**src/rtl/lbus_arbiter.sv**
```systemverilog
// rtl/lbus_arbiter.sv - two-master local bus arbiter with lock, round-robin and read-return path
module lbus_arbiter #(
    parameter int XLEN     = 32,
    parameter int MAX_LOCK = 8
) (
    input  logic            clk,
    input  logic            rst,

    input  logic            m0_req,
    input  logic            m0_lock,
    input  logic [XLEN-1:0] m0_addr,
    input  logic [XLEN-1:0] m0_wdata,
    input  logic [3:0]      m0_we,
    output logic            m0_gnt,
    output logic [XLEN-1:0] m0_rdata,
    output logic            m0_rvalid,

    input  logic            m1_req,
    input  logic            m1_lock,
    input  logic [XLEN-1:0] m1_addr,
    input  logic [XLEN-1:0] m1_wdata,
    input  logic [3:0]      m1_we,
    output logic            m1_gnt,
    output logic [XLEN-1:0] m1_rdata,
    output logic            m1_rvalid,

    output logic [XLEN-1:0] bus_addr,
    output logic [XLEN-1:0] bus_qin,
    output logic [3:0]      bus_we,
    input  logic [XLEN-1:0] bus_qout
);

    localparam logic [1:0] ST_IDLE = 2'd0;
    localparam logic [1:0] ST_OWN0 = 2'd1;
    localparam logic [1:0] ST_OWN1 = 2'd2;
    localparam logic [7:0] MAX_CNT = 8'(MAX_LOCK);

    logic [1:0] state_q, state_d;
    logic       rr_ptr_q, rr_ptr_d;
    logic [7:0] lock_cnt_q, lock_cnt_d;
    logic       lock_q, lock_d;
    logic       m0_rvalid_q, m0_rvalid_d;
    logic       m1_rvalid_q, m1_rvalid_d;

    logic own0, own1, gnt0, gnt1, lock_hold, forced_release, same_owner;

    assign own0           = (state_q == ST_OWN0);
    assign own1           = (state_q == ST_OWN1);
    assign lock_hold      = (lock_cnt_q < MAX_CNT);
    assign forced_release = lock_q && !lock_hold;

    // Lock keeps ownership until the saturated counter forces a hand-over to the waiting master.
    always_comb begin
        gnt0 = 1'b0;
        gnt1 = 1'b0;
        if (rst) begin
            gnt0 = 1'b0;
            gnt1 = 1'b0;
        end else if (own0 && lock_q && m0_req && (!m1_req || lock_hold)) begin
            gnt0 = 1'b1;
        end else if (own1 && lock_q && m1_req && (!m0_req || lock_hold)) begin
            gnt1 = 1'b1;
        end else if (m0_req && m1_req) begin
            if (forced_release && own0) begin
                gnt1 = 1'b1;
            end else if (forced_release && own1) begin
                gnt0 = 1'b1;
            end else if (rr_ptr_q) begin
                gnt1 = 1'b1;
            end else begin
                gnt0 = 1'b1;
            end
        end else begin
            gnt0 = m0_req;
            gnt1 = m1_req;
        end
    end

    assign same_owner = (gnt0 && own0) || (gnt1 && own1);

    always_comb begin
        state_d     = ST_IDLE;
        rr_ptr_d    = rr_ptr_q;
        lock_cnt_d  = 8'd0;
        lock_d      = 1'b0;
        m0_rvalid_d = gnt0 && (m0_we == 4'b0000);
        m1_rvalid_d = gnt1 && (m1_we == 4'b0000);
        if (gnt0) begin
            state_d  = ST_OWN0;
            rr_ptr_d = 1'b1;
            lock_d   = m0_lock;
        end else if (gnt1) begin
            state_d  = ST_OWN1;
            rr_ptr_d = 1'b0;
            lock_d   = m1_lock;
        end
        if (gnt0 || gnt1) begin
            if (!same_owner) begin
                lock_cnt_d = 8'd1;
            end else if (lock_hold) begin
                lock_cnt_d = lock_cnt_q + 8'd1;
            end else begin
                lock_cnt_d = MAX_CNT;
            end
        end
    end

    always_ff @(posedge clk or posedge rst) begin
        if (rst) begin
            state_q     <= ST_IDLE;
            rr_ptr_q    <= 1'b0;
            lock_cnt_q  <= 8'd0;
            lock_q      <= 1'b0;
            m0_rvalid_q <= 1'b0;
            m1_rvalid_q <= 1'b0;
        end else begin
            state_q     <= state_d;
            rr_ptr_q    <= rr_ptr_d;
            lock_cnt_q  <= lock_cnt_d;
            lock_q      <= lock_d;
            m0_rvalid_q <= m0_rvalid_d;
            m1_rvalid_q <= m1_rvalid_d;
        end
    end

    assign m0_gnt    = gnt0;
    assign m1_gnt    = gnt1;
    assign m0_rvalid = m0_rvalid_q;
    assign m1_rvalid = m1_rvalid_q;
    assign m0_rdata  = m0_rvalid_q ? bus_qout : '0;
    assign m1_rdata  = m1_rvalid_q ? bus_qout : '0;

    assign bus_addr = gnt0 ? m0_addr  : (gnt1 ? m1_addr  : '0);
    assign bus_qin  = gnt0 ? m0_wdata : (gnt1 ? m1_wdata : '0);
    assign bus_we   = gnt0 ? m0_we    : (gnt1 ? m1_we    : 4'b0000);

endmodule

```
**config.mk**
```make
export PLATFORM = sky130hd
export DESIGN_NAME = lbus_arbiter
export DESIGN_NICKNAME = d
export VERILOG_FILES = /design/src/rtl/lbus_arbiter.sv
export SDC_FILE = /design/constraint.sdc
export NUM_CORES = 1
export LEC_CHECK = 0
export ABC_AREA = 1
export BUFFER_PORTS_ARGS = -buffer_cell sky130_fd_sc_hd__clkbuf_2
export CAP_MARGIN = 25
export CELL_PAD_IN_SITES_DETAIL_PLACEMENT = 0
export CELL_PAD_IN_SITES_GLOBAL_PLACEMENT = 1
export CORE_ASPECT_RATIO = 0.8
export CORE_MARGIN = 8
export CORE_UTILIZATION = 17
export DETAILED_ROUTE_END_ITERATION = 16
export HOLD_SLACK_MARGIN = 0.08
export PLACE_DENSITY_LB_ADDON = 0.1
export SYNTH_ARGS = -nofsm -noshare
export SYNTH_HDL_FRONTEND = slang
export SYNTH_SLANG_ARGS = --single-unit
```
**constraint.sdc**
```tcl
create_clock -name clk -period 2.9 [get_ports clk]
set_input_delay 0 -clock clk [delete_from_list [all_inputs] [get_ports clk]]
set_output_delay 0 -clock clk [all_outputs]
set_load 0.005 [all_outputs]
```
* After elaboration in Yosys (flattened, before gate mapping)
Cells that the tools add are included.
Storage, ports and cells: register bits 14, output and inout port bits 136, logic and storage cells 65
Cells by class: add/sub/neg operators 1, $lt $le $gt $ge 1, eq/ne operators 2, multiplexer cells 31, reductions and logical operators 24
Operator list (count):
- $mux 32 | 6
- $mux 8 | 3
- $mux 1 | 18
- $logic_and 1x1->1 | 14
- $add 8x1->8 const B | 1
- $logic_not 4->1 | 2
- $lt 8x4->1 const B | 1
- $mux 4 | 2
- $logic_or 1x1->1 | 4
- $mux 2 | 2
- $logic_not 1->1 | 3
- $eq 2x1->1 const B | 1
- $eq 2x2->1 const B | 1
- $reduce_bool 2->1 | 1

* Longest topological paths before layout
Gate-level depths: netlist (run 1).
word-level depth 14, mapped depth 14, gate-level depth less buffers 12

* Least setup slack after synthesis (run 1)
Ideal clock, no wire load.
path type register -> register, start register lock_cnt_q[4], end register lock_cnt_q[0], setup time 0.121 ns, data arrival time 1.326 ns, path slack 1.453 ns, cell stages (with the launch flop) 14, clock period less this slack 1.447 ns, cells stage by stage dfrtp_1 nor2_1 nand3_2 nand3_1 nand2_1 nand2_1 nand2_1 nand2_1 nand2_2 nand2_4 inv_2 buf_6 nor2_1 a21oi_1
On the way: cells in the longest elaborated chain, start to end 14, elaborated cells between the ends (all ways) 28, those cells by class order compare (1); mux (15); reduce/logical (12)
Ends and longest elaborated chain:
- start: declaration | RTL line 40 | logic [7:0] lock_cnt_q, lock_cnt_d;
- start signal: assignment | RTL line 119 | lock_cnt_q <= lock_cnt_d;
- $lt 8x4->1 (*) | RTL line 49 | assign lock_hold = (lock_cnt_q < MAX_CNT);
- $logic_not 1->1 | RTL line 50 | assign forced_release = lock_q && !lock_hold;
- $logic_and 1x1->1 | RTL line 50
- $logic_and 1x1->1 | RTL line 66 | end else if (forced_release && own1) begin
- $mux 1 | RTL line 66
- $mux 1 | RTL line 64 | if (forced_release && own0) begin
- $mux 1 | RTL line 63 | end else if (m0_req && m1_req) begin
- $mux 1 | RTL line 61 | end else if (own1 && lock_q && m1_req && (!m0_req || lock_hold)) begin
- $mux 1 | RTL line 59 | end else if (own0 && lock_q && m0_req && (!m1_req || lock_hold)) begin
- $mux 1 | RTL line 56 | if (rst) begin
- $logic_and 1x1->1 | RTL line 79 | assign same_owner = (gnt0 && own0) || (gnt1 && own1);
- $logic_or 1x1->1 | RTL line 79
- $mux 8 | RTL line 98 | if (!same_owner) begin
- $mux 8 (*) | RTL line 97 | if (gnt0 || gnt1) begin
- net lock_cnt_d[0] | RTL line 40
Mark *: on every way through the listed nets, which the timed path passes. The rest lies on a longest branch. A chain may end at the register's enable or synchronous reset.

* Worst setup path after layout (run 1)
start register lock_cnt_q[4], end output port bus_addr[6]
On the way: cells in the longest elaborated chain, start to end 12, elaborated cells between the ends (all ways) 23, those cells by class order compare (1); mux (14); reduce/logical (8)
Ends and longest elaborated chain:
- $lt 8x4->1 (*) | RTL line 49
- $logic_not 1->1 | RTL line 50
- $logic_and 1x1->1 | RTL line 50
- $logic_and 1x1->1 | RTL line 66
- $mux 1 | RTL line 66
- $mux 1 | RTL line 64
- $mux 1 | RTL line 63
- $mux 1 | RTL line 61
- $mux 1 | RTL line 59
- $mux 1 | RTL line 56
- $mux 32 | RTL line 133 | assign bus_addr = gnt0 ? m0_addr : (gnt1 ? m1_addr : '0);
- $mux 32 (*) | RTL line 133
- end: declaration | RTL line 27 | output logic [XLEN-1:0] bus_addr,
Every way passes the cells marked *; elsewhere a longest branch is shown, timed or not.

==> impl_metrics.toml, run 1 <==
[detailed_routing]
ant_nets = 0
first_pass_iters = 4
drc = 0
viasPerCell = 3.88
finalWirelength_um = 12800
vias = 3411
detailedRoute.firstIterationViolations = 94
avgRoutedWirePerCell_um = 14.6

[setup_path]
endpoint = "bus_addr[6]"
end_kind = "output pin"
r2r-start = "lock_cnt_q[4]$_DFF_PP0_"
critical_path_buf_inv_count = 3
cp.depth = 10
critPathLaunchType = "flip-flop"
slowest_delay_ns = 0.36
worstSetupPathType = "flip-flop to output pin"
worstSetupStartpoint = "lock_cnt_q[4]$_DFF_PP0_"
r2r_cells = 9
slowest_stage = "inv_2"
cp.required_ns = 2.90
rrSetupSlack_ns = 0.68
crit_chain = "nor2_1 -> nand3_2 -> o21a_1 -> nand3_2 -> nand3_4 -> inv_2 -> buf_4 -> nand2_1 -> nand2_1 -> clkbuf_2"
timing.rr.end = "lock_q$_DFF_PP0_"
crit_arrival_ns = 2.26
crit_fanout = 22
critPathTopFamily = "buffers and inverters"

[power_and_ir_drop]
pwr-share-comb_pct = 44.3
pwr-share-clk_pct = 31.7
power_density_nw_per_um2 = 228
power.leakage_nw = 3.08
finalPower_mw = 0.891
internal-power_mw = 0.608
vdd_drop_max_mv = 0.231
switching_share_pct = 31.8
seq_power_share_pct = 24.0
switchingPower_mw = 0.284

[clock_network]
clk_pin_slew_ns = 0.04
cts_root_buf = "clkbuf_16"
cts_buffer_depth = 2
clk_latency_ns = 0.24
htreeDepth = 1
cts_buffers = 3
tritoncts = "done"
clock-sinks = 14

[synthesis]
avgSynthCellArea_um2 = 4.76
synth_top_cell_by_area = "nand2_1"
seq_area_frac_synth_pct = 17.4
synth_cells = 423
synth_area_leaders = "nand2_1, dfrtp_1, inv_1"
yosysWarnings = 0
ys_types = 24
syn_area_um2 = 2010
synth_top_area_share_pct = 51.6
ys_ff_latch = 14

[sta]
min_period_over_period_pct = 77.8
slew_viol_final = 0
fin_setup_tns_ns = 0
fin_ws_ns = 0.643
setup_viol = 0
rsz0062_at_grt = "false"
max_freq_mhz = 443
fin_crit_ns = 2.26
final_hold_viol_count = 0
fin_skew_ns = 0.00224

[layout]
layout-drive-gt1-share_pct = 45.4
syn_to_final_growth_pct = 94.1
n_antenna_cell = 0
fin_nets = 908
fin_util_pct = 33.9

[global_routing]
grt_pass1_vias = 3547
grt_pass1_wl_um = 18900
antenna_found_initial = 0
grt_usage_pct = 15.3
grt_max_degree = 57
grt.overflow.total = 0

[placement]
port_buffers = 309
place.gp.congestion = 0.871
dp_worst_setup_slack_ns = 0.848
dp_hpwl_um = 11400

[floorplan]
dieArea_um2 = 15600
initial_core_util_pct = 17.5
coreArea_um2 = 11500
io_pins = 310
die_y_um = 113
num_rows = 35
die_w_um = 138

[job]
cap_violations = 0

[hold_path]
hold_class = "input pin to flip-flop"

[outcome]
status = "finished, final reports clean"
## worst min-delay path, delay by kind of cell
family | cells | cell delay, ns
buffers and inverters | 3 | 0.23
AND/OR/NAND/NOR | 2 | 0.19
## routing by layer
metal | global-route usage (%) | part of all wire, %
met2 | 29.4 | 52
met5 | 0 | 0
met1 | 15.8 | 35
met4 | 2.89 | 1.4
met3 | 4.92 | 12
## layout make-up
type / instances / area, µm²
fill: 1363 / 7610
timing repair buffer: 322 / 1730
multi-input combinational: 312 / 1260
sequential: 14 / 350
inverter: 80 / 300
tap: 148 / 185
clock buffer: 4 / 88.8
## synthesized netlist by cell type, drive strengths merged
cell	instances
nand4	1
nor4	2
inv	80
a31oi	1
nand3	8
o21a	1
clkbuf	6
buf	14
o22ai	2
nor2	9
or2	1
nand2	279
ha	1
dfrtp	14
xor2	1
a21oi	2
conb	1
## power by group through the flow
stage	combinational, mW	sequential, mW	clock (mW)
after CTS	0.403	0.216	0.291
final	0.395	0.214	0.283
after detailed placement	0.395	0.218	0
after global placement	0.395	0.219	0
after global routing	0.449	0.215	0.300
after floorplan	0.155	0.215	0
## metrics by stage
step	instances	instance area (µm²)	hold WS (ns)
2_1_floorplan	426	2020	-0.0710
3_3_place_gp	867	3690	0.0197
3_5_place_dp	867	3690	0.0227
4_1_cts	878	3850	0.209
5_1_grt	880	3910	0.251
6_report	880	3910	0.209
## kinds of logic (layout without fill, tap and decap cells)
family,after synthesis,count (layout),synth area share (%)
compound gates,6,6,1.80
xor+xnor,1,1,0.435
fa+ha+maj,1,1,0.621
buf+inv,100,406,20.8
flops,14,14,17.4
other cells,1,4,0.186
simple gates,300,300,58.8
## how the worst min path moves through the flow
stage / from / endpoint / slack, ns / cells past startpoint
floorplan: rst / lock_cnt_q[0]$_DFF_PP0_ / -0.07 / 1
global placement: rst / rr_ptr_q$_DFFE_PP0P_ / 0.02 / 3
detailed placement: rst / m0_rvalid$_DFF_PP0_ / 0.02 / 3
CTS: m1_req / state_q[1]$_DFF_PP0_ / 0.21 / 5
global route: m1_req / state_q[1]$_DFF_PP0_ / 0.25 / 5
finish: m1_req / state_q[1]$_DFF_PP0_ / 0.21 / 5
## placed cells by master (no fill, tap or decap), types with 2 or more instances in the layout
cell / n
conb_1: 4
nand2_1: 277
a21oi_1: 2
buf_16: 2
inv_1: 75
nor2_2: 2
buf_12: 2
nor2_1: 7
inv_2: 5
buf_4: 2
nor4_1: 2
dlygate4sd3_1: 7
o22ai_1: 2
nand3_2: 2
nand3_1: 5
dfrtp_1: 14
clkbuf_16: 3
clkbuf_2: 309
## repair_timing
action                                  CTS  global route
endpoints found under the hold margin    17             0
hold buffers                              7             0
resized for setup                         0             0
buffers inserted                          0             0
endpoints found under the setup margin    0             0
## sequential cells by signal, summed over array words and instances (netlist names)
register    cells
m1_rvalid       1
lock_cnt_q      8
rr_ptr_q        1
lock_q          1
m0_rvalid       1
state_q         2
Note: power is estimated with default switching activity, not from simulation.
==> inputs of run 2 (changes only) <==
Settings changed: CORE_UTILIZATION 17 to 15.
Clock period 2.9 ns to 2.1 ns, I/O delays scaled along.
==> impl_metrics.toml, run 2 (synthesized netlist as in run 1, its figures left out) <==
[layout]
top_regs = "lock_cnt_q x8, state_q x2"
syn_to_final_growth_pct = 102
fin_nets = 914
most-common-layout-cells = "clkbuf_2, nand2_1, inv_1"
design_area_um2 = 4070
layout-drive-gt1-share_pct = 45.9
fin_util_pct = 30.5
layout_commonest_cell = "clkbuf_2"
regMostFlops = "lock_cnt_q"
largest_reg_flops = 8
n_antenna_cell = 0

[hold_path]
hp-start = "m1_req"
hold_class = "input pin to flip-flop"
hold-path-endpoint = "state_q[1]$_DFF_PP0_"
hold_path_depth = 5

[sta]
min_period_over_period_pct = 93.0
hold_slack_ns = 0.253
fin_crit_ns = 1.95
fin_skew_ns = 0.00246
final_hold_viol_count = 0
max_freq_mhz = 512
slew_viol_final = 0
setup_viol = 0
fin_setup_tns_ns = 0
fin_ws_ns = 0.148

[floorplan]
num_rows = 38
initial_core_util_pct = 15.1
coreArea_um2 = 13300
io_pins = 310
die_w_um = 146
dieArea_um2 = 17400
die_y_um = 120

[placement]
dp_worst_setup_slack_ns = 0.252
port_buffers = 309
place.gp.congestion = 0.869
dp_hpwl_um = 10800
post_dp_cell_area_um2 = 3740

[setup_path]
crit_fanout = 6
r2r-start = "lock_cnt_q[6]$_DFF_PP0_"
worstSetupPathType = "flip-flop to flip-flop"
r2r_cells = 7
rrSetupSlack_ns = 0.15
critPathLaunchType = "flip-flop"
timing.rr.end = "m1_rvalid$_DFF_PP0_"
cp.required_ns = 2.28
end_kind = "flip-flop"
crit_arrival_ns = 2.13

[power_and_ir_drop]
pwr-share-comb_pct = 46.7
switching_share_pct = 32.4
power.leakage_nw = 3.13
switchingPower_mw = 0.418
pwr-share-clk_pct = 30.5
seq_power_share_pct = 22.8
vdd_drop_max_mv = 0.181
internal-power_mw = 0.871
power_density_nw_per_um2 = 317

[clock_network]
clock-sinks = 14
clk_pin_slew_ns = 0.05
cts_buffers = 3
htreeDepth = 1
tritoncts = "done"
cts_buffer_depth = 2
clk_latency_ns = 0.24
cts_root_buf = "clkbuf_16"

[global_routing]
grt.overflow.total = 0
grt_pass1_wl_um = 19200
grt_max_degree = 71
grt_pass1_vias = 3443
grt_usage_pct = 13.6
antenna_found_initial = 0

[detailed_routing]
m1WireLength_um = 5190
finalWirelength_um = 13700
wl_met2_um = 7170
avgRoutedWirePerCell_um = 14.9
vias = 3497
ant_nets = 0
met3WireLength_um = 1300
detailedRoute.firstIterationViolations = 96
drc = 0
first_pass_iters = 4
highest_layer = "met4"
viasPerCell = 3.81

[outcome]
status = "finished, final reports clean"

[job]
cap_violations = 0
==> run 2: routing by layer <==
metal  up-vias  global-route usage [%]
met4         0                    1.36
met2       180                    26.6
met5         -                       0
met3         2                    5.68
li1       1820                       -
met1      1495                    13.6
==> run 2: cell type report <==
| class | instances | area, µm² |
|---|---|---|
| Fill cell | 1598 | 9250 |
| Timing Repair Buffer | 328 | 1830 |
| Multi-Input combinational cell | 312 | 1260 |
| Sequential cell | 14 | 350 |
| Inverter | 80 | 310 |
| Tap cell | 180 | 225 |
| Clock buffer | 4 | 88.8 |
==> run 2: timing repair <==
action,in CTS,in global routing
cloned,1,5
gates resized for setup,1,6
pin swaps,0,1
hold endpoints to repair,17,0
hold buffers,7,0
buffers inserted,0,1
setup endpoints to repair,1,67
==> run 2: power by group through the flow <==
stage | registers (mW) | logic, mW | clock network, mW
3_5_place_dp | 0.298 | 0.545 | 0
2_1_floorplan | 0.296 | 0.214 | 0
4_1_cts | 0.294 | 0.570 | 0.408
3_3_place_gp | 0.298 | 0.552 | 0
5_1_grt | 0.296 | 0.677 | 0.420
6_report | 0.294 | 0.602 | 0.392
==> run 2: how the worst max path moves through the flow <==
stage / endpoint / cells past startpoint / from / slack, ns
after floorplan: lock_cnt_q[0]$_DFF_PP0_ / 13 / lock_cnt_q[4]$_DFF_PP0_ / 0.65
after global placement: bus_we[2] / 10 / lock_cnt_q[6]$_DFF_PP0_ / 0.30
after detailed placement: bus_we[2] / 10 / lock_cnt_q[6]$_DFF_PP0_ / 0.25
after CTS: bus_we[2] / 10 / lock_cnt_q[4]$_DFF_PP0_ / 0.01
after global routing: bus_qin[13] / 13 / lock_cnt_q[6]$_DFF_PP0_ / -0.003
final: m1_rvalid$_DFF_PP0_ / 7 / lock_cnt_q[6]$_DFF_PP0_ / 0.15
==> run 2: worst max-delay path: stages (launching register included) <==
cell           delay, ns
dfrtp_1             0.35
nor2_1              0.14
nand3_2             0.15
o21a_1              0.24
nand3_2             0.09
nand3_4             0.13
nor4_1              0.21
dlygate4sd3_1       0.58
==> run 2: metrics by stage <==
stage                     power (mW)  cells
after global placement         0.851    900
final                           1.29    918
after global routing            1.39    918
after floorplan                0.511    426
after CTS                       1.27    912
after detailed placement       0.843    900
